$ cat config.mk
export PLATFORM = sky130hd
export DESIGN_NAME = vip_osd_ctrl
export DESIGN_NICKNAME = d
export VERILOG_FILES = /design/src/rtl/vip_osd_ctrl.sv
export SDC_FILE = /design/constraint.sdc
export NUM_CORES = 1
export LEC_CHECK = 0
export BUFFER_PORTS_ARGS = -buffer_cell sky130_fd_sc_hd__buf_2
export CORE_MARGIN = 2
export CORE_UTILIZATION = 30
export DETAILED_ROUTE_END_ITERATION = 10
export GPL_TIMING_DRIVEN = 0
export PLACE_DENSITY = 0.55
export SLEW_MARGIN = 10
export SYNTH_ARGS = -nofsm -noshare
export SYNTH_HDL_FRONTEND = slang
export SYNTH_SLANG_ARGS = --single-unit
$ cat constraint.sdc
create_clock -name pclk_i -period 19.5 [get_ports pclk_i]
set_input_delay 3.9 -clock pclk_i [delete_from_list [all_inputs] [get_ports pclk_i]]
set_output_delay 3.9 -clock pclk_i [all_outputs]
set_load 0.01 [all_outputs]
$ cat src/rtl/vip_osd_ctrl.sv
// vip_osd_ctrl
//   Configuration and RAM-load sequencer for vip_osd, running entirely in the
//   pclk domain.
//   - The host writes shadow copies of the OSD window and colour registers at
//     any time. A commit request makes them live atomically on the next vsync
//     rising edge, so the overlay never changes mid-frame.
//   - Glyph bitmap words arrive on a valid/ready stream and are written into
//     the vip_osd RAM port. With LOAD_IN_BLANK set, words are accepted only
//     during vertical blank.
//
// Ports
//   pclk_i, rst_i             pixel clock; asynchronous active-high reset
//   in_vsync_i                frame sync, high = vertical blank
//   cfg_wen_i/addr_i/wdata_i  register write port (0:x 1:y 2:w 3:h 4:fg 5:bg 6:ctrl)
//   load_start_i/base_i/len_i start a RAM load of len words at base (len 0 = no-op)
//   s_valid_i/s_data_i/s_ready_o  glyph word stream
//   load_busy_o, load_done_o  loader status; done pulses with the last write
//   commit_pending_o          shadow registers are waiting for vsync
//   osd_x/y/w/h_o, color_fg/bg_o  active (committed, clamped) window and colours
//   osd_ram_wen/addr/wdata_o  registered RAM write port
module vip_osd_ctrl #(
  parameter int BITS              = 8,
  parameter int WIDTH             = 1280,
  parameter int HEIGHT            = 720,
  parameter int OSD_RAM_ADDR_BITS = 9,
  parameter int OSD_RAM_DATA_BITS = 32,
  parameter int LOAD_IN_BLANK     = 1
) (
  input  logic                         pclk_i,
  input  logic                         rst_i,
  input  logic                         in_vsync_i,
  input  logic                         cfg_wen_i,
  input  logic [2:0]                   cfg_addr_i,
  input  logic [15:0]                  cfg_wdata_i,
  input  logic                         load_start_i,
  input  logic [OSD_RAM_ADDR_BITS-1:0] load_base_i,
  input  logic [OSD_RAM_ADDR_BITS:0]   load_len_i,
  input  logic                         s_valid_i,
  input  logic [OSD_RAM_DATA_BITS-1:0] s_data_i,
  output logic                         s_ready_o,
  output logic                         load_busy_o,
  output logic                         load_done_o,
  output logic                         commit_pending_o,
  output logic [10:0]                  osd_x_o,
  output logic [9:0]                   osd_y_o,
  output logic [10:0]                  osd_w_o,
  output logic [9:0]                   osd_h_o,
  output logic [BITS-1:0]              color_fg_o,
  output logic [BITS-1:0]              color_bg_o,
  output logic                         osd_ram_wen_o,
  output logic [OSD_RAM_ADDR_BITS-1:0] osd_ram_addr_o,
  output logic [OSD_RAM_DATA_BITS-1:0] osd_ram_wdata_o
);

  localparam int AB = OSD_RAM_ADDR_BITS;
  localparam int DB = OSD_RAM_DATA_BITS;
  localparam logic [11:0] WIDTH12  = 12'(WIDTH);
  localparam logic [11:0] HEIGHT12 = 12'(HEIGHT);

  typedef enum logic [1:0] {IDLE, LOAD, DONE} loadState_t;

  logic [10:0]     shadowX_q, shadowW_q;
  logic [9:0]      shadowY_q, shadowH_q;
  logic [BITS-1:0] shadowFg_q, shadowBg_q;
  logic            shadowEn_q;
  logic            commitPending_q, commitPending_d;
  logic            vsyncDly_q, commitGo_q, commitGo_d, commitWr;
  logic [11:0]     wClamp, hClamp;
  logic            unused_cfg_bits;

  loadState_t          state_q, state_d;
  logic [AB-1:0]       addr_q, addr_d, ramAddr_q, ramAddr_d;
  logic [AB:0]         remain_q, remain_d;
  logic [DB-1:0]       ramData_q, ramData_d;
  logic                wen_q, wen_d, done_q, done_d, accept;

  assign unused_cfg_bits = ^cfg_wdata_i[15:11];

  // A ctrl write with bit1 set requests a commit; the bit itself is never stored.
  // The commit decision is registered at the vsync rising edge and the active
  // registers load one cycle later, so writes landing in that commit cycle only
  // reach the shadow copy and wait for the following commit.
  always_comb begin
    commitWr        = cfg_wen_i && (cfg_addr_i == 3'd6) && cfg_wdata_i[1];
    commitGo_d      = in_vsync_i && !vsyncDly_q && (commitPending_q || commitWr);
    commitPending_d = commitPending_q;
    if (commitWr) begin
      commitPending_d = 1'b1;
    end else if (commitGo_q) begin
      commitPending_d = 1'b0;
    end
  end

  // Window size clamp in 12-bit unsigned arithmetic: a window starting off
  // screen collapses to zero, one running past the edge is trimmed to fit,
  // and a disabled OSD is hidden by zeroing both dimensions.
  always_comb begin
    wClamp = {1'b0, shadowW_q};
    hClamp = {2'b00, shadowH_q};
    if (!shadowEn_q || ({1'b0, shadowX_q} >= WIDTH12)) begin
      wClamp = 12'd0;
    end else if (({1'b0, shadowX_q} + {1'b0, shadowW_q}) > WIDTH12) begin
      wClamp = WIDTH12 - {1'b0, shadowX_q};
    end
    if (!shadowEn_q || ({2'b00, shadowY_q} >= HEIGHT12)) begin
      hClamp = 12'd0;
    end else if (({2'b00, shadowY_q} + {2'b00, shadowH_q}) > HEIGHT12) begin
      hClamp = HEIGHT12 - {2'b00, shadowY_q};
    end
  end

  // Shadow registers, vsync edge tracking and the committed (active) copy.
  always_ff @(posedge pclk_i or posedge rst_i) begin
    if (rst_i) begin
      shadowX_q       <= '0;
      shadowY_q       <= '0;
      shadowW_q       <= '0;
      shadowH_q       <= '0;
      shadowFg_q      <= '0;
      shadowBg_q      <= '0;
      shadowEn_q      <= 1'b0;
      commitPending_q <= 1'b0;
      vsyncDly_q      <= 1'b0;
      commitGo_q      <= 1'b0;
      osd_x_o         <= '0;
      osd_y_o         <= '0;
      osd_w_o         <= '0;
      osd_h_o         <= '0;
      color_fg_o      <= '0;
      color_bg_o      <= '0;
    end else begin
      vsyncDly_q      <= in_vsync_i;
      commitGo_q      <= commitGo_d;
      commitPending_q <= commitPending_d;
      if (cfg_wen_i) begin
        case (cfg_addr_i)
          3'd0:    shadowX_q  <= cfg_wdata_i[10:0];
          3'd1:    shadowY_q  <= cfg_wdata_i[9:0];
          3'd2:    shadowW_q  <= cfg_wdata_i[10:0];
          3'd3:    shadowH_q  <= cfg_wdata_i[9:0];
          3'd4:    shadowFg_q <= cfg_wdata_i[BITS-1:0];
          3'd5:    shadowBg_q <= cfg_wdata_i[BITS-1:0];
          3'd6:    shadowEn_q <= cfg_wdata_i[0];
          default: ;
        endcase
      end
      if (commitGo_q) begin
        osd_x_o    <= shadowX_q;
        osd_y_o    <= shadowY_q;
        osd_w_o    <= 11'(wClamp);
        osd_h_o    <= 10'(hClamp);
        color_fg_o <= shadowFg_q;
        color_bg_o <= shadowBg_q;
      end
    end
  end

  assign commit_pending_o = commitPending_q;

  // Loader handshake: the source is only offered a slot during a load, and
  // only in vertical blank when blank gating is on.
  assign s_ready_o   = (state_q == LOAD) && ((LOAD_IN_BLANK != 0) ? in_vsync_i : 1'b1);
  assign accept      = s_ready_o && s_valid_i;
  assign load_busy_o = (state_q == LOAD);
  assign load_done_o = done_q;

  // Loader next-state logic. Each accepted word becomes a registered RAM write
  // on the following cycle; the address wraps naturally at the RAM size.
  always_comb begin
    state_d   = state_q;
    addr_d    = addr_q;
    remain_d  = remain_q;
    wen_d     = 1'b0;
    ramAddr_d = ramAddr_q;
    ramData_d = ramData_q;
    done_d    = 1'b0;
    case (state_q)
      IDLE: begin
        if (load_start_i) begin
          if (load_len_i != '0) begin
            state_d  = LOAD;
            addr_d   = load_base_i;
            remain_d = load_len_i;
          end else begin
            done_d = 1'b1;
          end
        end
      end
      LOAD: begin
        if (accept) begin
          wen_d     = 1'b1;
          ramAddr_d = addr_q;
          ramData_d = s_data_i;
          addr_d    = addr_q + AB'(1);
          remain_d  = remain_q - (AB+1)'(1);
          if (remain_q == (AB+1)'(1)) begin
            state_d = DONE;
            done_d  = 1'b1;
          end
        end
      end
      DONE:    state_d = IDLE;
      default: state_d = IDLE;
    endcase
  end

  // Loader state and registered RAM write port.
  always_ff @(posedge pclk_i or posedge rst_i) begin
    if (rst_i) begin
      state_q   <= IDLE;
      addr_q    <= '0;
      remain_q  <= '0;
      wen_q     <= 1'b0;
      ramAddr_q <= '0;
      ramData_q <= '0;
      done_q    <= 1'b0;
    end else begin
      state_q   <= state_d;
      addr_q    <= addr_d;
      remain_q  <= remain_d;
      wen_q     <= wen_d;
      ramAddr_q <= ramAddr_d;
      ramData_q <= ramData_d;
      done_q    <= done_d;
    end
  end

  assign osd_ram_wen_o   = wen_q;
  assign osd_ram_addr_o  = ramAddr_q;
  assign osd_ram_wdata_o = ramData_q;

endmodule

======== Yosys cells after proc, flatten, opt, wreduce, memory -nomap -nowiden ========
Index checks and enable logic that the tools add are counted.
word-level totals
  output and inout port bits .............. 104
  bits of input ports ..................... 76
  word-level logic and storage cells ...... 97
  register bits after elaboration ......... 184
operators by class
  $add $sub $neg .......................... 6
  muxes and demuxes ....................... 26
  magnitude comparators ................... 4
  reduce and logical (&&, ||, !) cells .... 26
  equal/unequal tests ..................... 12
operators with widths
  cell                                                  count
  2-to-1 mux 10 bit                                     5
  2-to-1 mux 9 bit                                      3
  2-to-1 mux 11 bit                                     2
  case mux 10 bit (2 select lines)                      1
  case mux 9 bit (2 select lines)                       1
  AND reduction 2 bit                                   8
  adder 11 x 11 -> 12 bit                               1
  > comparator 12 x 11 -> 1 bit, second input constant  1
  adder 10 x 10 -> 11 bit                               1
  >= comparator 11 bit, second input constant           1
  > comparator 11 x 10 -> 1 bit, second input constant  1
  subtractor 11 bit, first input constant               1
  == test 10 x 1 -> 1 bit, second input constant        1
  >= comparator 10 bit, second input constant           1
  nonzero test 10 bit                                   1
  subtractor 10 x 1 -> 10 bit, second input constant    1
  subtractor 10 bit, first input constant               1
  adder 9 x 1 -> 9 bit, second input constant           1
  == test 3 bit, second input constant                  3
  2-to-1 mux 1 bit                                      8
  2-to-1 mux 2 bit                                      4
  AND reduction 4 bit                                   2
  == test 3 x 2 -> 1 bit, second input constant         2
  logical AND 1 bit                                     6
  11 further kinds                                      17

======== Logic depth before layout (Yosys ltp) ========
  depth in word-level cells ............... 5
  mapped depth ............................ 12
  depth with buffers taken out ............ 11

======== Worst setup path before layout ========
Ideal clock, no wire load.
  kind .................................... input port to output port
  from .................................... input port in_vsync_i
  to ...................................... output port s_ready_o
  path slack .............................. 11540 ps
  buffers on the path ..................... 0
  stages .................................. 1
  data required time ...................... 15600 ps
  arrival ................................. 4060 ps
  path through ............................ and2_1
between the ends
  cells in the longest elaborated chain, start to end .. 1
ends and longest elaborated chain
  what                line  source
  start: declaration  31    input logic in_vsync_i,
  logical AND 1 bit   162   assign s_ready_o = (state_q == LOAD) && ((LOAD_IN_BLANK != 0) ? in_vsync_i : 1'b1);
  end: declaration    40    output logic s_ready_o,
No other way between the ends.

======== Final worst setup path ========
Ends and elaborated chain as after synthesis.

==> out/metrics.cfg <==
[synth]
synth_top_cells_by_area = sky130_fd_sc_hd__dfrtp_1 52%, sky130_fd_sc_hd__mux2_2 11%, sky130_fd_sc_hd__nand2_1 6.6%
synth.largest_area_cell = sky130_fd_sc_hd__dfrtp_1
most_instantiated_flip_flop_cell_in_the_synthesis_netlist = sky130_fd_sc_hd__dfrtp_1
postSynthRegisterBits = 184
edff_count_synth = 0
synth.avg_cell_area_um2 = 10.7
synth.yosys.seq_area_share_pct = 51.8
synth_fp_nets = 937
yosys.cell_count.top_type = sky130_fd_sc_hd__dfrtp_1
synth_top_cells_by_count = 184 x sky130_fd_sc_hd__dfrtp_1, 157 x sky130_fd_sc_hd__nand2_1, 89 x sky130_fd_sc_hd__mux2_2, 38 x sky130_fd_sc_hd__a21oi_1, 37 x sky130_fd_sc_hd__o21ai_0
synth_top_area_share_pct = 51.8
netlist_instances = 833
post_synth_num_cell_types = 70
ys.warnings.count = 0
synth_async_sr_flop_share_pct = 100
netlist_area_mm2 = 0.00889

[clocking]
clk_latency_ps = 430
root_buffer = sky130_fd_sc_hd__clkbuf_16
tritoncts_clock_tree = built
cts_clock_pin_slew_for_the_worst_setup_and_hold_paths_ps = 60
tritoncts.num_buffers = 17
cts.sinks = 184
post-cts-setup-buffers = 0
cts_resized = 0
htree_levels = 4
postCtsHoldBufs = 0
ctsLongestPathBuffers = 2

[run]
timing.max_cap.violations = 0

[final_layout]
drive_gt1_share_pct = 30.3
final_std_cells_w_o_fill = 1430
final.fill_count = 3015
antenna_diode_count = 0
final_nets = 1131
syn_to_final_growth_pct = 22.3

[die]
number_of_primary_i_o_pins = 180
die-width_um = 176
chipHeight_um = 176
start_util_pct = 30.2
die-area_mm2 = 0.0310
row_count = 63
core_area_mm2 = 0.0294

[place]
dp_cells = 1398
detailed_place_hpwl_mm = 17.2
gp_congestion = 0.815
io_buffers = 174

[detailed_routing]
route.top_layer_used = met4
detail_route.wirelength.met1_mm = 11.1
drt.antenna.violating_nets = 0
wl_met3_mm = 1.50
routed-via-count = 6947
dr_vias_cell = 4.86
average_detailed_routed_wire_length_per_instance_um = 16.6
route.detailed.drc = 0
drt-initial-drc-count = 391
wl_mm = 23.7
drtPass1Iterations = 5
met2_length_mm = 11.0

[sta]
max_clock_freq_mhz = 121
grt_setup_unrepaired = false
final.setup_skew_ps = 19.1
tightest_slew_ps = 806
maxSlewHeadroom_pct = 46.2
timing.setup.tns_ps = 0
finalHoldViolations = 0
whs_ps = 401
timing.final.crit_period_ps = 8240
fin_crit_sh_pct = 42.2
setup-violations-final = 0
timing.final.max_slew_violations = 0

[critical_path]
worstReg2RegEnd = osd_h_o[7]
cp_data_required_time_ps = 15600
worstSetupEndpointType = output pin
regToRegStartpoint = shadowY_q[0]
timing.reg2reg.setup_slack_ps = 16230
cp_max_fo = 3
cp-start-kind = input port
criticalPathCategory = in -> out
worst_ep_arrival_time_ps = 4340
ff2ff_path_depth = 11

[worst_hold_path]
worst_hold_path.num_cells = 1
hold_path.startpoint = vsyncDly_q
min_delay_worst_endpoint = commitGo_q
timing.hold.worst.class = reg -> reg

[pwr]
ir_drop_worst_case_vdd_mv = 0.0506
powerDensity_mw_per_mm2 = 148
power.static_leakage_nw = 5.14

[grt]
grt_max_degree = 108
grt-ovfl-total = 0
tot_gr_track_use_pct = 15.5
grt_pass1_vias = 6729
antenna_found_initial = 0
grt_pass1_wl_mm = 37.9

[run_status]
outcome = completed

==> report_power, final <==
group	total (mW)	switching (mW)	internal, mW
combinational	0.632	0.344	0.288
sequential	0.627	0.107	0.520
clock	0.349	0.167	0.182
total	1.61	0.618	0.990
==> flip-flops by register name (all words and copies together), names as in the netlist, 2 cells and up <==
signal	cells
osd_ram_wdata_o	32
osd_w_o	11
osd_x_o	11
shadowW_q	11
shadowX_q	11
osd_h_o	10
osd_y_o	10
remain_q	10
shadowH_q	10
shadowY_q	10
addr_q	9
osd_ram_addr_o	9
color_bg_o	8
color_fg_o	8
shadowBg_q	8
shadowFg_q	8
state_q	2
==> cell usage in the layout (no fill, tap or decap), types with 4 or more instances in the layout <==
cell type / instances
sky130_fd_sc_hd__clkbuf_1: 26
sky130_fd_sc_hd__xor2_1: 13
sky130_fd_sc_hd__nor2_1: 32
sky130_fd_sc_hd__mux2_2: 89
sky130_fd_sc_hd__dfrtp_1: 184
sky130_fd_sc_hd__nand3_1: 22
sky130_fd_sc_hd__nor2b_1: 9
sky130_fd_sc_hd__a211oi_2: 4
sky130_fd_sc_hd__ha_1: 26
sky130_fd_sc_hd__nor3_1: 21
sky130_fd_sc_hd__clkbuf_16: 17
sky130_fd_sc_hd__o22ai_1: 5
sky130_fd_sc_hd__a21oi_1: 38
sky130_fd_sc_hd__a221o_1: 5
sky130_fd_sc_hd__buf_2: 175
sky130_fd_sc_hd__inv_6: 4
sky130_fd_sc_hd__a21o_1: 5
sky130_fd_sc_hd__nand2b_1: 4
sky130_fd_sc_hd__buf_1: 4
sky130_fd_sc_hd__xnor2_1: 12
sky130_fd_sc_hd__o21ai_1: 4
sky130_fd_sc_hd__a31oi_1: 5
sky130_fd_sc_hd__o2bb2ai_1: 14
sky130_fd_sc_hd__nand2_1: 157
sky130_fd_sc_hd__inv_1: 22
sky130_fd_sc_hd__o21ai_0: 37
sky130_fd_sc_hd__or2_2: 5
sky130_fd_sc_hd__and3_1: 4
sky130_fd_sc_hd__o21bai_1: 4
sky130_fd_sc_hd__nor4_1: 7
sky130_fd_sc_hd__mux2i_1: 13
==> logic make-up after synthesis <==
group / share of synthesized area [%]
AO/OA/AOI/OAI: 12.3
XOR/XNOR: 2.46
adder cells (fa/ha/maj): 4.11
buffers and inverters: 2.51
flip-flops: 51.8
multiplexers: 12.7
AND/OR/NAND/NOR: 14.1
==> cell type report <==
class / instances / area (µm²) / area share [%]
Inverter: 24 / 97.6 / 0.898
Tap cell: 390 / 488 / 4.49
Multi-Input combinational cell: 593 / 4060 / 37.4
Clock inverter: 14 / 159 / 1.46
Clock buffer: 18 / 429 / 3.95
Timing Repair Buffer: 175 / 898 / 8.26
Buffer: 32 / 133 / 1.22
Sequential cell: 184 / 4600 / 42.4
==> per-stage QoR <==
step	power (mW)	instance area [µm²]	util, %	setup slack (ps)
after floorplan	1.05	8890	-	10600
after global placement	1.26	10200	34.9	8180
final	1.61	10900	37.0	11260
after global routing	1.73	10900	37.0	11190
after CTS	1.63	10900	37.0	11260
after detailed placement	1.27	10300	35.0	11260
==> routing by layer <==
layer	vias up	GRT usage, %
met5	-	0
met4	0	2.62
met3	9	4.57
met2	205	24.7
met1	3385	21.4
li1	3348	-
==> critical path: stages <==
cell,delay (ps)
sky130_fd_sc_hd__buf_2,150
sky130_fd_sc_hd__and2_1,160
sky130_fd_sc_hd__buf_2,130
==> worst max path at each step <==
| stage | startpoint | endpoint | slack [ps] | depth (start not counted) |
|---|---|---|---|---|
| final | in_vsync_i | s_ready_o | 11260 | 3 |
| after detailed placement | in_vsync_i | s_ready_o | 11260 | 3 |
| after global routing | in_vsync_i | s_ready_o | 11190 | 3 |
| after CTS | in_vsync_i | s_ready_o | 11260 | 3 |
| after global placement | rst_i | osd_h_o[9] | 8180 | 2 |
| after floorplan | rst_i | addr_q[0] | 10600 | 1 |
Power figures use the tool's default switching activity.
